`src/rtl/wb_sram_wbuf.sv`:
```
// Wishbone posted-write buffer in front of the 16-bit SRAM controller; writes ack on FIFO entry.
// Optional `WB_SRAM_WBUF_READ_BYPASS_EN lets non-conflicting reads overtake buffered writes.
module wb_sram_wbuf #(
  parameter int unsigned depth_log2 = 2,
  parameter int unsigned adr_width  = 18
) (
  input  logic                clk,
  input  logic                reset,
  input  logic                s_stb_i,
  input  logic                s_cyc_i,
  input  logic                s_we_i,
  input  logic [31:0]         s_adr_i,
  input  logic [3:0]          s_sel_i,
  input  logic [31:0]         s_dat_i,
  output logic [31:0]         s_dat_o,
  output logic                s_ack_o,
  output logic                m_stb_o,
  output logic                m_cyc_o,
  output logic                m_we_o,
  output logic [31:0]         m_adr_o,
  output logic [3:0]          m_sel_o,
  output logic [31:0]         m_dat_o,
  input  logic [31:0]         m_dat_i,
  input  logic                m_ack_i,
  output logic [depth_log2:0] level_o,
  output logic                busy_o
);
  localparam int unsigned DEPTH = 1 << depth_log2;
  localparam int unsigned EW    = adr_width + 36;
  localparam logic [depth_log2:0] L_FULL = {1'b1, {depth_log2{1'b0}}};

  typedef enum logic [1:0] {M_IDLE, M_WRITE, M_READ, M_GAP} m_state_t;

  m_state_t              r_state, w_next;
  logic [EW-1:0]         r_fifo [DEPTH];
  logic [depth_log2-1:0] r_wptr, r_rptr;
  logic [depth_log2:0]   r_level;
  logic                  r_s_ack, r_m_cyc, r_m_stb, r_m_we;
  logic [31:0]           r_s_dat, r_m_adr, r_m_dat;
  logic [3:0]            r_m_sel;
  logic                  w_req, w_full, w_empty, w_push, w_pop;
  logic                  w_rd_issue, w_wr_issue, w_rd_done, w_rd_ok;
  logic [EW-1:0]         w_head;

  assign w_req   = s_stb_i & s_cyc_i & ~r_s_ack;
  assign w_full  = (r_level == L_FULL);
  assign w_empty = (r_level == '0);
  assign w_push  = w_req & s_we_i & ~w_full;
  assign w_head  = r_fifo[r_rptr];

`ifdef WB_SRAM_WBUF_READ_BYPASS_EN
  logic [DEPTH-1:0] r_valid, w_match;

  always_comb begin
    w_match = '0;
    for (int unsigned i = 0; i < DEPTH; i++)
      w_match[i] = r_valid[i] & (r_fifo[i][EW-1:36] == s_adr_i[adr_width+1:2]);
  end

  // Per-slot valid bits avoid modular pointer arithmetic in the comparators.
  always_ff @(posedge clk) begin
    if (reset) begin
      r_valid <= '0;
    end else begin
      if (w_pop)  r_valid[r_rptr] <= 1'b0;
      if (w_push) r_valid[r_wptr] <= 1'b1;
    end
  end

  assign w_rd_ok = w_empty | ~(|w_match);
`else
  assign w_rd_ok = w_empty;
`endif

  always_ff @(posedge clk) begin
    if (reset) r_state <= M_IDLE;
    else       r_state <= w_next;
  end

  always_comb begin
    w_next     = r_state;
    w_rd_issue = 1'b0;
    w_wr_issue = 1'b0;
    w_pop      = 1'b0;
    w_rd_done  = 1'b0;
    unique case (r_state)
      M_IDLE: begin
        if (w_req & ~s_we_i & w_rd_ok) begin
          w_rd_issue = 1'b1;
          w_next     = M_READ;
        end else if (~w_empty) begin
          w_wr_issue = 1'b1;
          w_next     = M_WRITE;
        end
      end
      M_WRITE: begin
        if (m_ack_i) begin
          w_pop  = 1'b1;
          w_next = M_GAP;
        end
      end
      M_READ: begin
        if (m_ack_i) begin
          w_rd_done = 1'b1;
          w_next    = M_GAP;
        end
      end
      M_GAP:   w_next = M_IDLE;
      default: w_next = M_IDLE;
    endcase
  end

  always_ff @(posedge clk) begin
    if (w_push) r_fifo[r_wptr] <= {s_adr_i[adr_width+1:2], s_sel_i, s_dat_i};
  end

  always_ff @(posedge clk) begin
    if (reset) begin
      r_wptr  <= '0;
      r_rptr  <= '0;
      r_level <= '0;
    end else begin
      if (w_push) r_wptr <= r_wptr + depth_log2'(1);
      if (w_pop)  r_rptr <= r_rptr + depth_log2'(1);
      case ({w_push, w_pop})
        2'b10:   r_level <= r_level + (depth_log2+1)'(1);
        2'b01:   r_level <= r_level - (depth_log2+1)'(1);
        default: r_level <= r_level;
      endcase
    end
  end

  always_ff @(posedge clk) begin
    if (reset) begin
      r_m_cyc <= 1'b0;
      r_m_stb <= 1'b0;
      r_m_we  <= 1'b0;
      r_m_adr <= '0;
      r_m_sel <= '0;
      r_m_dat <= '0;
    end else if (w_rd_issue) begin
      r_m_cyc <= 1'b1;
      r_m_stb <= 1'b1;
      r_m_we  <= 1'b0;
      r_m_adr <= s_adr_i;
      r_m_sel <= s_sel_i;
    end else if (w_wr_issue) begin
      r_m_cyc <= 1'b1;
      r_m_stb <= 1'b1;
      r_m_we  <= 1'b1;
      r_m_adr <= 32'({w_head[EW-1:36], 2'b00});
      r_m_sel <= w_head[35:32];
      r_m_dat <= w_head[31:0];
    end else if (w_pop | w_rd_done) begin
      r_m_cyc <= 1'b0;
      r_m_stb <= 1'b0;
    end
  end

  // Read ack only goes out if the slave is still asking for that read.
  always_ff @(posedge clk) begin
    if (reset) begin
      r_s_ack <= 1'b0;
      r_s_dat <= '0;
    end else begin
      r_s_ack <= w_push | (w_rd_done & s_stb_i & s_cyc_i & ~s_we_i);
      if (w_rd_done) r_s_dat <= m_dat_i;
    end
  end

  assign s_ack_o = r_s_ack;
  assign s_dat_o = r_s_dat;
  assign m_cyc_o = r_m_cyc;
  assign m_stb_o = r_m_stb;
  assign m_we_o  = r_m_we;
  assign m_adr_o = r_m_adr;
  assign m_sel_o = r_m_sel;
  assign m_dat_o = r_m_dat;
  assign level_o = r_level;
  assign busy_o  = (r_level != '0) | r_m_cyc;
endmodule

```
`config.mk`:
```
export PLATFORM = sky130hd
export DESIGN_NAME = wb_sram_wbuf
export DESIGN_NICKNAME = d
export VERILOG_FILES = /design/src/rtl/wb_sram_wbuf.sv
export SDC_FILE = /design/constraint.sdc
export NUM_CORES = 1
export LEC_CHECK = 0
export BUFFER_PORTS_ARGS = -buffer_cell sky130_fd_sc_hd__buf_4
export CAP_MARGIN = 30
export CORE_MARGIN = 1.5
export CORE_UTILIZATION = 50
export CTS_CLUSTER_DIAMETER = 100
export CTS_CLUSTER_SIZE = 30
export DETAILED_ROUTE_END_ITERATION = 8
export GPL_TIMING_DRIVEN = 1
export PLACE_DENSITY = 0.85
export SETUP_SLACK_MARGIN = 0.5
export SYNTH_ARGS = -nofsm -noshare
export SYNTH_HDL_FRONTEND = slang
export SYNTH_SLANG_ARGS = --single-unit
```
`constraint.sdc`:
```
create_clock -name clk -period 3.3 [get_ports clk]
set_clock_uncertainty 0.15 [all_clocks]
set_input_delay 0.495 -clock clk [delete_from_list [all_inputs] [get_ports clk]]
set_output_delay 0.495 -clock clk [all_outputs]
set_load 0.02 [all_outputs]
```
# After elaboration in Yosys (flattened, before gate mapping)
# Memory sizes are Yosys's and may differ from the RTL's. A register that Yosys moved wholly into a read port is not among the register bits.
# Index checks and enable logic that the tools add are counted.
# totals
ramBits	216
wordCells	74
out_inout_bits	108
n_memories	1
ff_bits	112
# mem_list
name	depth	width	read_ports	rd_clocked_by_memory_dff	wr	line_no	text
r_fifo	4	54	1	1	1	35	logic [EW-1:0] r_fifo [DEPTH];
# op_classes
bitwise	16
n_reduce_logical	10
n_eq_ne	8
n_mux	24
addsub	4
# op_table
operator	n
2-to-1 mux 32 bit	2
2-to-1 mux 1 bit	13
2-to-1 mux 2 bit	5
AND 1 bit	9
2-to-1 mux 4 bit	2
== test 2 bit (second input constant)	3
one-hot mux 2 bit (3 select lines)	1
one-hot mux 3 bit (2 select lines)	1
nonzero test 3 bit	2
adder 2 x 1 -> 2 bit (second input constant)	2
== test 2 x 1 -> 1 bit (second input constant)	2
inverter 1 bit	4
AND reduction 2 bit	2
nonzero test 2 bit	2
OR reduction 2 bit	2
adder 3 x 1 -> 3 bit (second input constant)	1
== test 3 bit (second input constant)	1
zero test 3 bit	1
!= test 3 bit (second input constant)	1
OR 1 bit	3
subtractor 3 x 1 -> 3 bit (second input constant)	1
zero test 2 bit	1
!= test 2 x 1 -> 1 bit (second input constant)	1

# Depth between registers and ports, before layout
# Gate-level depths: netlist of run 1.
# depth
depth_word	8
depth_mapped	10

# Worst setup path before layout of run 1
# OpenSTA, ideal clock, no wires.
# synth_timing
kind	register -> register
from	register r_level[0] (netlist: level_o[0])
to	memory r_fifo[1][0] in the netlist's numbering (enable)
arrival_ns	2.384
period_less_slack_ns	2.951
setup_ns	0.417
required_ns	2.733
path_stages_with_launch	4
slack_ns	0.349
cell_sequence	dfxtp_1 -> inv_1 -> a31oi_1 -> and2_1
# synth_between
elab_chain_len	5
# synth_lines
element	line_no	text
start: declaration	37	logic [depth_log2:0] r_level;
start signal: assignment	126	2'b10: r_level <= r_level + (depth_log2+1)'(1);
start signal: assignment	127	2'b01: r_level <= r_level - (depth_log2+1)'(1);
start signal: assignment	128	default: r_level <= r_level;
== test 3 bit	46	assign w_full = (r_level == L_FULL);
inverter 1 bit	48	assign w_push = w_req & s_we_i & ~w_full;
AND 1 bit	48	
2-to-1 mux 1 bit	114	if (w_push) r_fifo[r_wptr] <= {s_adr_i[adr_width+1:2], s_sel_i, s_dat_i};
2-to-1 mux 1 bit (not written as such)	114	
end: declaration	35	
# No other way between the ends.

# Worst setup path in the final report of run 1
# layout_timing
from	register r_level[0] (netlist: level_o[0])
to	register r_level[2] (netlist: level_o[2])
# layout_between
elab_chain_len	5
# layout_lines
element	line_no	text
== test 3 bit	46	
inverter 1 bit	48	
AND 1 bit	48	
== test 2 x 1 -> 1 bit / == test 2 bit (equally long branches)	125	case ({w_push, w_pop})
one-hot mux 3 bit (2 select lines) / nonzero test 2 bit (equally long branches)	--	
# Several ways; a longest one is shown, not always the timed one.
# A chain may end at the register's enable or synchronous reset.

==> results of run 1 <==
-- flip-flops by register name (all words and copies together), names as in the netlist, 2 cells and up, named ones only --
name / flops
r_state: 2
level_o: 3
r_rptr: 2
s_dat_o: 32
r_fifo: 216
r_wptr: 2
m_sel_o: 4
m_dat_o: 32
m_adr_o: 32
-- power by group through the flow --
stage,sequential (µW),clock [µW],combinational (µW)
after detailed placement,5030,0,2180
after global placement,5020,0,2110
after CTS,4940,2150,2190
final,4930,2090,2160
after global routing,4980,2280,2340
after floorplan,5270,0,1120
-- stage by stage --
stage | cell area (µm²) | utilization, % | hold WS [ns]
final | 14500 | 61.5 | 0.0517
after global routing | 14500 | 61.5 | 0.0242
after CTS | 14500 | 61.5 | 0.0255
after detailed placement | 14100 | 59.6 | 0.297
after global placement | 14000 | 59.4 | 0.292
after floorplan | 12100 | - | 0.335
-- synth_stat cells, types with 4 or more instances --
library cell	count
buf_1	7
nand2_1	139
o21ai_1	10
a22oi_1	14
clkbuf_1	19
xor2_1	4
inv_1	10
ha_1	9
a31oi_1	5
nor2_1	43
a21oi_1	69
mux4_2	54
buf_4	6
dfxtp_1	114
and2_1	6
buf_6	7
o21ai_0	13
o22ai_1	18
buf_2	8
edfxtp_1	216
-- worst paths after layout --
| kind | endpoint | cells after the start | slack, ns |
|---|---|---|---|
| max reg2reg | level_o[2] | 10 | 1.00 |
| max | level_o[2] | 10 | 1.00 |
| min reg2reg | m_dat_o[29] | 2 | 0.31 |
| min | r_fifo[3][22] | 1 | 0.05 |
-- per-layer routing --
metal,vias up,part of all wire (%),GRT usage [%]
met5,-,0,0
met4,0,2.2,5.61
met3,37,6.9,3.40
met2,280,50,36.7
met1,3600,41,25.2
li1,3337,-,-
-- cell type report --
type / instances / area (µm²)
fill: 1709 / 9090
sequential: 330 / 8770
multi-input combinational: 408 / 3020
timing repair buffer: 230 / 1840
clock buffer: 23 / 405
tap: 319 / 399
clock inverter: 2 / 38.8
inverter: 10 / 37.5
antenna: 1 / 2.50
-- critical path: cells and delay by family, from the launching register on --
family | cells | cell delay [ns]
AO/OA/AOI/OAI | 2 | 0.24
flip-flops | 1 | 0.36
XOR/XNOR | 1 | 0.17
AND/OR/NAND/NOR | 1 | 0.30
adder cells (fa/ha/maj) | 2 | 0.56
buffers and inverters | 4 | 0.45
-- cell families (layout without fill, tap and decap cells) --
family          after synthesis  in the layout  synth area share, %
compound gates              134            134                 6.35
xor+xnor                      5              5                0.362
fa+ha+maj                    10             10                 1.10
buf+inv                      59            265                 2.63
flops                       330            330                 72.5
mux                          57             57                 10.3
other cells                   0              1                    0
simple gates                202            202                 6.76
==> summary by stage, run 1 <==
Run status
The flow ran to the end, and the final reports show no timing, DRC or antenna violations.

Power
For this design the static power due to leakage is 0.00511 µW. The worst IR drop on VDD is approximately 630 µV. Summed over all nets, the switching power comes to ~2700 µW. The sum of internal, switching and leakage power is around 9200 µW.

The power per cell area is approximately 630 nW/µm². The proportion of power drawn by combinational gates is about a quarter. Of the total power, registers draw about 54%. Internal power comes to 6530 µW. The power share of the clock group is a little under a quarter.

Of the total power, the share spent switching nets is slightly below 30%.

Hold path
The startpoint of the lowest-slack hold path is s_dat_i[22]. The type of the most critical hold path is primary input to register.

Clocking
The number of hold buffers added after CTS was 0. The clock network latency to the later pin of the worst-skew pair is 0.49 ns. Post-CTS timing repair inserted 0 buffers for setup.

The number of buffers created by CTS is 15. TritonCTS built the clock tree. CTS built an H-tree with a depth of 1. Clock-pin slew was measured on the worst setup and hold paths at 0.11 ns. Post-CTS repair changed the size of 0 cells.

The clock tree root driver cell is clkbuf_16. The TritonCTS sink count is between 300 and 400. The maximum root-to-sink buffer count is 3.

Floorplanning
The floorplan row count is 56. The number of placed I/O pins is around 210. The effective utilization at floorplan is between 50 and 60%. Measured along the y axis, the die boundary spans approximately 160 µm. The area of the core is roughly 24000 µm². The width of the die is 159 µm. The floorplan step defined a die boundary enclosing approximately 25000 µm².

Synth
The netlist area before placement is ~12000 µm². Synthesis produced a netlist with a net count of 913. The number of different library cells used by synthesis comes to 40. The synthesized design contains about 220 enable-type register cells. The proportion of netlist area held by the largest area contributor is a little over half.

The most used flip-flop cell after synthesis is edfxtp_1. The post-synthesis instance total is 797. The sequential share of the synthesized area is just over 70%. The synthesized flop and latch total is 330. The post-synthesis average cell area is 15.2 µm².

The top cell type by total area after synthesis is edfxtp_1. The Yosys warning count is 0. Counting flops with an async set or reset pin after synthesis yields a share of 0%. By area the synthesized netlist is led by edfxtp_1 (54%), dfxtp_1 (19%), mux4_2 (10%).

Drt
Summed over all layers, the routed wires come to 25.9 mm. Before antenna repair, the detailed router went through 5 iterations. After the first detailed-routing iteration, the DRC count stood at a little over 600. Dividing the detail-routed wire length by the instance count gives 19.6 µm. After detailed routing, the number of remaining DRC violations is 0.

The vias per cell is between 5 and 6. Across all layers, the routed design uses approximately 7300 vias. The count of nets left with antenna violations once routing finished came out at 0.

Worst setup path
The critical path goes through inv_1 -> a31oi_1 -> buf_4 -> inv_1 -> ha_1 -> inv_1 -> fa_1 -> xor2_1 -> or3_1 -> a21oi_1. The required arrival time at the worst endpoint is around 3.6 ns. The kind of start point of the critical path is a register.

The peak per-stage delay on the critical path is roughly 0.38 ns. The critical path class is register to register. The worst setup path startpoint is level_o[0]. The worst register-to-register path begins at level_o[0].

The highest fanout seen on the critical path is 7. At the worst endpoint, the arrival time is 2.58 ns. The critical-path cell with the highest stage delay is fa_1.

Counting stages on the worst path, the most repeated cell is inv_1. The type of element capturing the critical path is a register.

GRT
The total overflow left after global routing is 0. The initial antenna violation count was 0. The global-route wire length before repair is a little under 40 mm. The number of global-route vias before repair is ~7100. In the global route stage, overall resource usage came out at around 20%. Entering global routing, the biggest net connects 66 pins.

Timing
The minimum period implied by the final worst setup slack is roughly 2.3 ns. The final setup slack of the worst path is approximately 1 ns. Setup violations remaining at the end of the flow were counted as 0. Based on the critical path, the design can be clocked at up to ~430 MHz.

The number of slew-limit violations in the final report is 0. The transition time at the pin with the least slew margin is between 0.8 and 0.9 ns. Setup repair after global routing left no endpoint under its margin. The worst pin sits at a relative slew slack of between 40% and 50%. The final hold violation count is 0. In the finished design, the share of the clock period the worst path needs comes to ~70%. The accumulated negative setup slack is 0 ns.

Placed design
The number of placed instances, taps included, is ~1300. Summed over all nets, the half-perimeter wirelength after detailed placement is between 15 and 20 mm. Before CTS, the worst setup slack after placement is 0.791 ns.

In this run the tool buffered the top-level ports with 213 buffer cells. The weighted congestion reported at the end of routability-driven placement is about 0.79.

Finish
In the final layout, the share of cells above drive strength 1 is between 30 and 40%. The signed area change from the synthesized netlist to the final layout is 20.0%. The most common cell after layout, fill and taps aside is buf_4. After the flow finishes, the layout carries non-filler instances totaling approximately 1300. After the last flow step, the layout net total stands at roughly 1100. The library cells used most frequently in the layout, excluding fill and tap cells, are buf_4 (222), edfxtp_1 (216), nand2_1 (139).

Run
The count of max-cap constraint violations is 0.
No activity file was read; power rests on OpenSTA's default activity.
==> run 2: changes to the inputs <==
==> constraint.sdc (replaced) <==
create_clock -name clk -period 2.3 [get_ports clk]
set_clock_uncertainty 0.15 [all_clocks]
set_input_delay 0.345 -clock clk [delete_from_list [all_inputs] [get_ports clk]]
set_output_delay 0.345 -clock clk [all_outputs]
set_load 0.02 [all_outputs]
==> summary by stage, run 2 (synthesized netlist as in run 1, its figures left out) <==
Run status
The run finished with clean final reports.

GRT
The initial antenna violation count is 0. Entering global routing, the biggest net connects 55 pins. The number of global-route vias before repair was around 8200. Across every metal layer, demand over resource in global routing totals between 20% and 30%. The global-route wire length before repair is roughly 44 mm. The total overflow left after global routing is 0.

Clocking
The clock-pin transition on the worst setup and hold timing paths is 0.11 ns. The clock network latency to the later pin of the worst-skew pair is around 0.50 ns. The clock tree from TritonCTS is yes.

The deepest level of the CTS H-tree is 1. No sink is reached through more buffers than the 3 on the longest clock path. The number of buffers created by CTS is 14. Clock tree synthesis found a total of 330 sinks.

Clock tree synthesis selected as its root buffer the cell clkbuf_16.

Finish
The signed area change from the synthesized netlist to the final layout is 37.7%. The number of antenna diodes in the final layout is 0. Of the cells placed in the final design, the portion with a size suffix greater than 1 is between 30% and 40%. The post-layout net count is about 1300. The register with the most flip-flops in the layout has 216 of them. The top cell types in the final layout, fill and taps aside, are buf_4 (234), edfxtp_1 (216), nand2_1 (138). Leaving out fill and tap cells, the most frequent cell in the layout is buf_4. After routing the design area is 16700 µm². The final core utilization is between 70% and 80%.

r_fifo holds more flip-flops than any other register.

Power
Dividing total power by cell area gives a power density of roughly 840 nW/µm². In this run the static leakage power is roughly 0.006 µW. The worst-case IR drop observed on VDD is about 760 µV.

Timing
The number of slew-limit violations in the final report was 0. Setup repair after global routing could not meet its margin everywhere. The relative slew slack is 65.0%. Static timing analysis puts the maximum clock frequency at about 490 MHz. Setup violations remaining at the end of the flow were counted as 0. The final critical path takes up 88.2% of the cycle.

The worst path meets setup with 0.272 ns of slack. The accumulated negative setup slack is 0 ns. The worst hold slack is about 0.07 ns. The minimum period implied by the final worst setup slack is between 2 and 2.5 ns. The transition time at the pin with the least slew margin is about 0.53 ns. The final hold violation count is 0.

Worst setup path
In this run the worst path has a maximum fanout of 2. The launch instance of the worst register-to-register path is s_ack_o. The required arrival time at the worst endpoint is 2.58 ns. The kind of start point of the critical path is a register. The most repeated library cell on the critical path is inv_2. The depth of the worst register-to-register path is 9. Following the worst setup path forward leads to its endpoint at level_o[2]. Counting buffers and inverters, the worst setup path is 9 cells deep.

The peak per-stage delay on the critical path is between 0.3 and 0.4 ns. The endpoint identified for the worst register-to-register timing path is level_o[2]. On the critical path the largest part of the delay comes from simple AND/OR/NAND/NOR gates. Together, buffers and inverters on the worst path number 2. The reg-to-reg setup timing slack is 0.27 ns.

The worst setup path startpoint is s_ack_o. The type of element capturing the critical path is a register. The critical path class is register to register. The data arrival time of the critical path is between 2 and 2.5 ns. Traced cell by cell, the critical path runs through nand4b_1 -> a31oi_4 -> inv_2 -> ha_4 -> inv_2 -> fa_2 -> xor2_1 -> or3_1 -> a21oi_2. Among all stages on the critical path, the largest delay is contributed by dfxtp_4.

Hold path
The path class of the tightest hold or removal check is primary input to register. The number of instances on the worst hold path is 2.

Placed design
The HPWL after detailed placement is between 15 and 20 mm. The standard cell area after detailed placement is roughly 14000 µm². The count of buffers added on input and output ports is around 210. At the placement stage, the worst setup path has a slack of roughly 0.097 ns. Routability-driven placement finished with a final weighted congestion of between 0.7 and 0.8.

Drt
Dividing the detail-routed wire length by the instance count gives between 20 and 25 µm. Summed over all layers, the routed wires come to 31.9 mm. The number of routed nets with antenna violations is 0. The vias per cell is ~5.5. For this run, the detailed router's first-pass iteration total came to 5. The detailed router placed between 8000 and 9000 vias in this run. The detailed router finished its first iteration with around 660 violations.

The number of remaining DRC errors is 0.

Floorplanning
The area of the core is 23600 µm². Once the floorplan was initialized, standard cells occupied about 50% of the core. The floorplan step set the die height to 159 µm. During I/O placement, the number of pins put on the boundary was ~210. Row generation in the floorplan step produced 56 rows.

The die outline area is 25100 µm². The width of the die is about 160 µm.

Run
The count of max-cap constraint violations is 0.
run 2: worst register-to-register path, cell delays in order, from the launching register on:
cell      delay [ns]
dfxtp_4         0.36
nand4b_1        0.24
a31oi_4         0.23
inv_2           0.08
ha_4            0.16
inv_2           0.05
fa_2            0.19
xor2_1          0.07
or3_1           0.32
a21oi_2         0.12
run 2: repair_timing:
item	CTS	global route
buffers inserted	12	19
setup endpoints to repair	280	298
endpoints found under the hold margin	267	0
cloned	12	9
hold buffers	103	0
pin swaps	8	4
gates resized for setup	20	34
run 2: area by class of cell:
| cell class | instances | area, µm² |
|---|---|---|
| Clock buffer | 23 | 405 |
| Inverter | 10 | 37.5 |
| Sequential cell | 330 | 8790 |
| Multi-Input combinational cell | 409 | 3140 |
| Tap cell | 319 | 399 |
| Fill cell | 1455 | 6960 |
| Timing Repair Buffer | 389 | 3880 |
run 2: routing by layer:
layer,up-vias,wire length (µm),GRT usage [%]
met5,-,0,0
met4,0,659,5.87
met3,44,2340,3.86
met2,362,16400,43.7
met1,4046,12500,28.6
li1,3659,-,-
run 2: report_power, final:
group          switching (µW)  internal [µW]
sequential                301           6760
combinational            2170           1860
clock                    1700           1230
run 2: how the worst min path moves through the flow:
stage,from,slack [ns],end
global placement,s_dat_o[13],0.29,s_dat_o[13]
detailed placement,s_dat_o[25],0.30,s_dat_o[25]
global route,reset,0.07,m_dat_o[29]
finish,reset,0.07,r_rptr[0]
CTS,m_ack_i,0.05,m_stb_o
floorplan,s_dat_i[0],0.29,r_fifo[0][0]
run 2: per-stage QoR:
step                      std cells  total power [µW]
after floorplan                 797              9190
after global placement         1302             10300
after detailed placement       1302             10400
after CTS                      1452             13800
after global routing           1480             14600
final                          1480             14000
==> run 3: changes to the inputs <==
--- a/config.mk
+++ b/config.mk
@@ -14,7 +14,6 @@
 export DETAILED_ROUTE_END_ITERATION = 8
 export GPL_TIMING_DRIVEN = 1
 export PLACE_DENSITY = 0.85
-export SETUP_SLACK_MARGIN = 0.5
 export SYNTH_ARGS = -nofsm -noshare
 export SYNTH_HDL_FRONTEND = slang
 export SYNTH_SLANG_ARGS = --single-unit
==> summary by stage, run 3 (synthesized netlist as in run 1, its figures left out) <==
Timing
The number of slew-limit violations in the final report is 0. The transition time at the pin with the least slew margin is approximately 0.9 ns. The highest clock rate is around 440 MHz. For the finished layout, the period the worst path requires is 2.25 ns. The worst path uses 97.8% of the clock period. The total of endpoints with negative setup slack in the final report is 0.

The relative slew slack is roughly 39%. Adding up every negative setup slack in the final design gives 0 ns. The worst hold slack is -0.00149 ns. The final hold violation count is 1.

Finish
Fill cells in the final layout number roughly 1600. The area used by multi-input combinational logic is around 3000 µm². The repair_antennas step left the layout with diodes totalling 0. The proportion of layout cells with a drive suffix above 1 is just under 30%. The final non-filler cell area is 15600 µm². After the last flow step, the layout net total stands at roughly 1200. Summing all flip-flop and latch instances after layout gives between 8000 and 9000 µm². The area growth from synthesis to layout is 29.1%. The register with the highest flop count is r_fifo. The most common cell after layout, fill and taps aside is buf_4. The register with the most flip-flops in the layout has around 220 of them. In the layout the commonest cells are buf_4 (222), edfxtp_1 (216), nand2_1 (138). The final core utilization is about two thirds.

Drt
The first TritonRoute pass finished after 5 iterations. The vias per cell is around 5.4. The detail route stage leaves a number of antenna-violating nets equal to 0. For this block, the routed nets add up to between 20 and 30 mm of wire. The met1 layer wirelength in the final routing is about 11 mm.

The number of vias in the routed layout is roughly 7700. The routed length per instance is 19.4 µm. The highest signal layer in the routed design is met4.

In the routed design, unresolved DRC markers number 0. The routed design uses 1.57 mm of met3 wire. The number of DRC violations after detailed-routing iteration 0 is a little under 700.

The met2 wire length is 14.5 mm.

Worst setup path
The critical path in this run is classified as primary input to register. Data on the critical path is required at its endpoint by between 2 and 3 ns. Traced cell by cell, the critical path runs through dlygate4sd3_1 -> buf_4 -> nand4b_1 -> a31oi_1 -> inv_1 -> ha_2 -> inv_1 -> fa_2 -> xor2_1 -> or3_1 -> a21oi_1.

The critical-path cell with the highest stage delay is dlygate4sd3_1. For this run, the slowest stage of the critical path takes around 0.53 ns. Of all nets on the critical path, the largest fanout is 3.

In this design, the critical path's most frequently occurring cell is inv_1. The type of element capturing the critical path is a register. The data arrival time of the critical path is around 2.5 ns. STA classifies the critical path startpoint as a primary input.

GRT
The number of global-route vias before repair is between 7000 and 8000. The total overflow left after global routing is 0. The global-route wire length before repair is 40.9 mm. The pin count of the biggest net entering global routing is 87. The initial antenna violation count is 0.

The total routing usage reported by global routing is between 20% and 30%.

Power
The worst IR drop on VDD is approximately 540 µV. Power spread over the standard cell area amounts to approximately 860 nW/µm². The sum of internal, switching and leakage power is roughly 13000 µW. For this design the static power due to leakage is approximately 0.0056 µW.

Clocking
The tree built by TritonCTS fans out to 330 sinks. The deepest level of the CTS H-tree is 1. The clock reaches the later pin of the worst-skew pair after ~0.5 ns. The clock-pin transition on the worst setup and hold timing paths is about 0.11 ns. TritonCTS built the clock tree. The longest clock path from root to sink contains 3 buffers. TritonCTS created 14 clock buffers. The clock tree root driver cell is clkbuf_16.

Floorplanning
The number of placed I/O pins is about 210. The floorplan step defined a core boundary enclosing approximately 24000 µm². The initial utilization of the core area, before any placement, comes to between 50% and 60%. The die covers between 20000 and 30000 µm².

The width of the die is 159 µm. The floorplan step set the die height to ~160 µm. The floorplan row count is between 50 and 60.

Placed design
The standard cell area after detailed placement is between 10000 and 15000 µm². The number of input and output port buffers inserted is about 210. Summed over all nets, the half-perimeter wirelength after detailed placement is approximately 17 mm. The weighted congestion reported at the end of routability-driven placement is between 0.7 and 0.8.

Run status
The checks that failed: negative hold slack. The flow ran to the end, but the final reports show violations.

Hold path
The type of the most critical hold path is primary input to register.

Run
Max-cap violations in this run came to 0.
==> run 3: what timing repair did <==
item	4_1_cts	5_1_grt
endpoints found under the setup margin	0	2
resized for setup	0	6
endpoints found under the hold margin	270	0
hold buffers	101	0
buffers inserted	0	1
==> run 3: layer usage <==
| metal | global-route usage, % | vias up |
|---|---|---|
| li1 | - | 3549 |
| met1 | 25.8 | 3801 |
| met2 | 40.2 | 288 |
| met3 | 3.16 | 41 |
| met4 | 6.19 | 0 |
| met5 | 0 | - |
==> run 3: layout make-up <==
class	count	share of cell area, %
repair buffers	338	19.0
multi-input cells	408	19.4
inverters	10	0.240
clock buffers	24	2.62
well taps	319	2.56
flip-flops and latches	330	56.2
==> run 3: worst max-delay path, delay by kind of cell <==
family          cells  cell delay (ns)
fa+ha+maj           2             0.53
simple gates        2             0.42
compound gates      2             0.20
buf+inv             4             0.84
xor+xnor            1             0.17
==> run 3: per-stage QoR <==
stage / hold WS [ns] / cells / setup slack [ns]
2_1_floorplan: 0.294 / 797 / -0.0847
3_3_place_gp: 0.292 / 1303 / 0.169
3_5_place_dp: 0.297 / 1303 / 0.103
4_1_cts: 0.00627 / 1428 / 0.0571
5_1_grt: 0.00162 / 1429 / -0.0306
6_report: -0.00149 / 1429 / 0.0496
==> run 3: final timing paths <==
kind                       to         from  slack (ns)  cells past startpoint
setup / recovery   level_o[2]       s_we_i        0.05                     11
hold / removal     s_dat_o[9]   m_dat_i[9]      -0.001                      3
setup reg to reg   level_o[2]   level_o[0]        0.13                      9
hold reg to reg   m_dat_o[31]  m_dat_o[31]        0.31                      2
==> run 3: report_power, final <==
| group | switching (µW) | internal (µW) | leakage [µW] |
|---|---|---|---|
| Combinational | 1880 | 1520 | 0.00249 |
| Sequential | 287 | 6760 | 0.00288 |
| Clock | 1680 | 1240 | 0.000195 |
